## src/rtl/grf_pkg.sv

```systemverilog
// Shared MIPS register-file definitions: widths and architectural register indices.
package grf_pkg;
    localparam int REG_W     = 32;
    localparam int REG_IDX_W = 5;
    localparam logic [REG_IDX_W-1:0] REG_ZERO = 5'd0;
    localparam logic [REG_IDX_W-1:0] REG_RA   = 5'd31;
endpackage

```

## src/rtl/grf_if.sv

```systemverilog
// Register-file access bundle: two read indices, one write port and the two read results.
interface grf_if #(
    parameter int DATA_W = 32,
    parameter int ADDR_W = 5
);
    logic [ADDR_W-1:0] A1;
    logic [ADDR_W-1:0] A2;
    logic [ADDR_W-1:0] A3;
    logic [DATA_W-1:0] WD;
    logic              WE;
    logic [31:0]       WPC;
    logic [DATA_W-1:0] RD1;
    logic [DATA_W-1:0] RD2;

    modport master (output A1, A2, A3, WD, WE, WPC, input RD1, RD2);
    modport slave  (input A1, A2, A3, WD, WE, WPC, output RD1, RD2);
endinterface

```

## src/rtl/grf_read_port.sv

```systemverilog
// One combinational read port: $0 forced to zero, optional same-cycle write bypass.
module grf_read_port
    import grf_pkg::*;
#(
    parameter int DATA_W = REG_W,
    parameter int ADDR_W = REG_IDX_W,
    parameter bit BYPASS = 1'b1
) (
    input  logic              reset,
    input  logic [ADDR_W-1:0] idx,
    input  logic [DATA_W-1:0] regs [0:(2**ADDR_W)-1],
    input  logic              wr_en,
    input  logic [ADDR_W-1:0] wr_idx,
    input  logic [DATA_W-1:0] wr_dat,
    output logic [DATA_W-1:0] rd
);
    always_comb begin
        rd = '0;
        if (reset) begin
            rd = '0;
        end else if (BYPASS && wr_en && (wr_idx != '0) && (wr_idx == idx)) begin
            rd = wr_dat;
        end else if (idx != '0) begin
            rd = regs[idx];
        end
    end
endmodule

```

## src/rtl/grf.sv

```systemverilog
// General register file: 2 combinational read ports, 1 synchronous write port, $0 hardwired to zero.
// Writes commit on the rising edge; reset clears all registers asynchronously.
module grf
    import grf_pkg::*;
#(
    parameter int DATA_W = REG_W,
    parameter int ADDR_W = REG_IDX_W,
    parameter bit BYPASS = 1'b1
) (
    input logic clk,
    input logic reset,
    grf_if.slave bus
);
    localparam int DEPTH = 2 ** ADDR_W;

    logic [DATA_W-1:0] regs [1:DEPTH-1];
    logic [DATA_W-1:0] view [0:DEPTH-1];

    always_ff @(posedge clk or posedge reset) begin
        if (reset) begin
            for (int i = 1; i < DEPTH; i++) begin
                regs[i] <= '0;
            end
        end else if (bus.WE && (bus.A3 != REG_ZERO)) begin
            regs[bus.A3] <= bus.WD;
        end
    end

    // Slot 0 is a constant so the read ports index one uniform array.
    always_comb begin
        view[0] = '0;
        for (int i = 1; i < DEPTH; i++) begin
            view[i] = regs[i];
        end
    end

    grf_read_port #(.DATA_W(DATA_W), .ADDR_W(ADDR_W), .BYPASS(BYPASS)) u_rd1 (
        .reset  (reset),
        .idx    (bus.A1),
        .regs   (view),
        .wr_en  (bus.WE),
        .wr_idx (bus.A3),
        .wr_dat (bus.WD),
        .rd     (bus.RD1)
    );

    grf_read_port #(.DATA_W(DATA_W), .ADDR_W(ADDR_W), .BYPASS(BYPASS)) u_rd2 (
        .reset  (reset),
        .idx    (bus.A2),
        .regs   (view),
        .wr_en  (bus.WE),
        .wr_idx (bus.A3),
        .wr_dat (bus.WD),
        .rd     (bus.RD2)
    );

`ifndef SYNTHESIS
    // Trace reports every attempted write, including ones to $0 that are dropped.
    always @(posedge clk) begin
        if (!reset && bus.WE) begin
            $display("@%h: $%d <= %h", bus.WPC, bus.A3, bus.WD);
        end
    end
`endif
endmodule
```

## src/flat_wrapper.sv

```systemverilog
// flat-port wrapper written by rule: the top's interface ports become plain ports
module grf_flat import grf_pkg::*;
#(
    parameter int DATA_W = REG_W,
    parameter int ADDR_W = REG_IDX_W,
    parameter bit BYPASS = 1'b1
)
  (clk, reset, bus_A1, bus_A2, bus_A3, bus_WD, bus_WE, bus_WPC, bus_RD1, bus_RD2);
  grf_if #(.DATA_W(DATA_W), .ADDR_W(ADDR_W)) bus_i ();
  input logic clk;
  input logic reset;
  input wire logic [$bits(bus_i.A1)-1:0] bus_A1;
  input wire logic [$bits(bus_i.A2)-1:0] bus_A2;
  input wire logic [$bits(bus_i.A3)-1:0] bus_A3;
  input wire logic [$bits(bus_i.WD)-1:0] bus_WD;
  input wire logic [$bits(bus_i.WE)-1:0] bus_WE;
  input wire logic [$bits(bus_i.WPC)-1:0] bus_WPC;
  output wire logic [$bits(bus_i.RD1)-1:0] bus_RD1;
  output wire logic [$bits(bus_i.RD2)-1:0] bus_RD2;
  assign bus_i.A1 = bus_A1;
  assign bus_i.A2 = bus_A2;
  assign bus_i.A3 = bus_A3;
  assign bus_i.WD = bus_WD;
  assign bus_i.WE = bus_WE;
  assign bus_i.WPC = bus_WPC;
  assign bus_RD1 = bus_i.RD1;
  assign bus_RD2 = bus_i.RD2;
  grf #(.DATA_W(DATA_W), .ADDR_W(ADDR_W), .BYPASS(BYPASS)) u_core (.clk(clk), .reset(reset), .bus(bus_i));
endmodule
```

## config.mk

```make
export PLATFORM = sky130hd
export DESIGN_NAME = grf_flat
export DESIGN_NICKNAME = d
export VERILOG_FILES = /design/src/rtl/grf_pkg.sv /design/src/rtl/grf_if.sv /design/src/rtl/grf_read_port.sv /design/src/rtl/grf.sv /design/src/flat_wrapper.sv
export SDC_FILE = /design/constraint.sdc
export NUM_CORES = 2
export LEC_CHECK = 0
export CORE_UTILIZATION = 54
export CTS_CLUSTER_SIZE = 20
export DETAILED_ROUTE_END_ITERATION = 8
export PLACE_DENSITY = 0.71
export SLEW_MARGIN = 20
export SYNTH_ARGS = -nofsm -noshare
export SYNTH_HDL_FRONTEND = slang
export SYNTH_SLANG_ARGS = --single-unit
```

## constraint.sdc

```tcl
create_clock -name clk -period 36.4 [get_ports clk]
set_input_delay 5.46 -clock clk [delete_from_list [all_inputs] [get_ports clk]]
set_output_delay 5.46 -clock clk [all_outputs]
set_load 0.02 [all_outputs]
```

==> out/results.ini <==
[hold_path]
hold_path_class=reg -> reg
whs_path_depth=1
hold_end=u_core.regs[708]
hp-start=u_core.regs[708]

[finish]
largest_register_ffs=992
fillers=7604
finalNonFillerCells=5241
fin_area_um2=59700
syn_to_final_growth_pct=10.1
top_regs=u_core.regs x992
top_register=u_core.regs
finish.utilization=0.603
drive_above_1_share=0.456
fin_nets=3940

[timing]
grt_setup_unrepaired=false
setup_viol=0
slew_headroom=0.124
final-max-slew-violation-count=0
fin_crit_ns=15.88
finClkSkew_ns=0
timing.fmax_mhz=63.0
finalSetupTns_ns=0
worstMarginPinSlew_ns=1.31
finalHoldViolCount=0
fin_crit_sh=0.436
finalWorstSetupSlack_ns=20.52

[detailed_routing]
viasPerCell=7.26
firstDrtPassIters=6
detail-route-antenna-nets=0
drc=0
wire_per_inst_um=35.1
via_count=38000
drt-initial-drc-count=5015
routed_wl_um=184000

[critical_path]
cp.arrival_ns=10.42
worstPathCellList=clkdlybuf4s50_1 > nor3_2 > nand2_1 > a31oi_2 > buf_4 > nand2_1 > o21ai_0 > clkdlybuf4s50_1
required_ns=30.94
critPathTopFamily=buffers and inverters
criticalPathCategory=in -> out
critical_path_buf_inv_count=3
max_stage_delay_ns=1.18
r2r_end=u_core.regs[465]
critPathLaunchType=input port
worstPathMaxFanout=13
endpoint_kind=output port
rr_startpoint=u_core.regs[465]
r2r_slack_ns=35.59
reg2reg_depth=1
cp_slowest_cell=o21ai_0

[floorplan]
die_w_um=319
rows=115
die_h_um=319
ios=146
initial_core_util=0.548
dieArea_um2=102000
core-area_um2=99000

[place]
dp.cells=5036
pre_cts_slack_ns=20.72
place_congestion=0.885
place_area_um2=56000
io_buffers=113
hpwl_um=106000

[clock_tree]
clkTransAtPathRegs_ns=0.06
clockRootBuffer=clkbuf_16
clock_latency_ns=0.69
cts_setup_buffers=0
max-clock-path-buffers=3
ctsHoldBuffers=0
cts_resized=0
cts.htree.levels=3
cts_tree=done
numCtsBuffers=107
clkSinkCount=992

[synthesis]
yosys.area.top_type=dfrtp_1
ys_seq_elements=992
synth_edf_count=0
synth_area_um2=54200
syn_avg_cell_area_um2=13.8
synth_area_leaders=dfrtp_1, mux2_2, mux4_2
yosysSeqAreaShare=0.458
synthFlopType=dfrtp_1
yosys.area.top_type_share=0.458
synth_fp_nets=4022
synthDistinctLibCells=64
synthArstFlopShare=1.00
synthCells=3940
ys_warn_count=0

[pwr]
p_leak_nw=25.8
pwr-share-comb=0.203
vdd_drop_max_mv=0.0395
sw_frac_of_total=0.279
switching_power_mw=0.924
clkPwrFrac=0.351
seq_power_share=0.446
p_per_area_nw_per_um2=55.5
p_int_mw=2.39

[global_routing]
grt_max_degree=168
grt_pass1_wl_um=268000
grt_overflow=0
grt_usage=0.363
antenna_found_initial=8
grt_pass1_vias=37600

[run_status]
status=finished, final reports clean

[flow_run]
max_cap_viol_count=0

## power groups by stage
stage,registers [mW],clock network [mW],logic [mW]
final,1.48,1.16,0.673
after global routing,1.50,1.22,0.713
after CTS,1.47,1.17,0.668
after detailed placement,1.49,0,0.665
after global placement,1.47,0,0.650
after floorplan,1.44,0,0.526
## cell usage in the layout, fill, tap and decap left out, drive strengths merged, types with 22 or more instances in the layout
cell type,n
clkinv,23
mux2i,166
buf,135
a211oi,25
o22ai,64
mux4,326
nor2,86
o21ai,121
clkdlybuf4s50,95
a221oi,63
nor4,23
o211ai,22
a22oi,49
nand2,101
clkbuf,158
a21oi,58
nand3,34
nor3,29
mux2,1117
nor2b,35
dfrtp,992
## cells in the mapped netlist (8+ instances only)
master	n
buf_1	70
a21oi_1	58
nor3_1	28
o22ai_1	64
nor2_1	86
mux2_2	1114
nor2b_1	34
a211oi_1	25
o2111ai_1	19
a221o_1	16
o21ai_0	114
buf_6	22
a22oi_1	49
nor4_1	23
mux4_2	319
o211ai_1	22
dfrtp_1	992
mux2i_1	166
a32o_1	12
o221ai_1	18
clkbuf_1	141
buf_2	140
nand3_1	34
inv_1	10
a31oi_1	11
a211o_1	8
buf_4	47
a22o_1	20
nand2_1	100
nand2b_1	14
nor3b_1	8
a221oi_1	60
## worst max-delay path by stage
stage	from	to	cells after the start
6_report	bus_A3[4]	bus_RD2[22]	8
5_1_grt	reset	bus_RD2[12]	7
4_1_cts	reset	bus_RD2[5]	8
3_5_place_dp	reset	bus_RD2[5]	8
3_3_place_gp	reset	bus_RD2[5]	8
2_1_floorplan	reset	bus_RD2[8]	6
## layout make-up
class	instances	area, um2	share of cell area
diodes	3	7.51	0.000126
clock buffers	158	3150	0.0528
clock inverters	44	591	0.00989
inverters	12	52.6	0.000880
multi-input cells	2515	27400	0.459
flip-flops and latches	992	24800	0.416
well taps	1287	1610	0.0270
repair buffers	230	2050	0.0344
## per-layer routing
| metal | vias to the layer above | track usage | wire length [um] |
|---|---|---|---|
| met5 | - | 0 | 80 |
| met4 | 12 | 0.197 | 10900 |
| met3 | 550 | 0.0831 | 18900 |
| met2 | 2317 | 0.539 | 82500 |
| met1 | 20200 | 0.495 | 71800 |
| li1 | 15000 | - | - |
## cells by family after synthesis
| group | share of synthesized area |
|---|---|
| multiplexers | 0.399 |
| flip-flops | 0.458 |
| buffers and inverters | 0.0398 |
| AND/OR/NAND/NOR | 0.0341 |
| AO/OA/AOI/OAI | 0.0681 |
| XOR/XNOR | 0.00162 |
## metrics by stage
step / power [mW] / hold WS, ns
floorplan: 1.97 / 0.478
global placement: 2.12 / 0.491
detailed placement: 2.15 / 0.501
CTS: 3.31 / 0.515
global route: 3.43 / 0.536
finish: 3.31 / 0.524
Power figures use the tool's default switching activity.
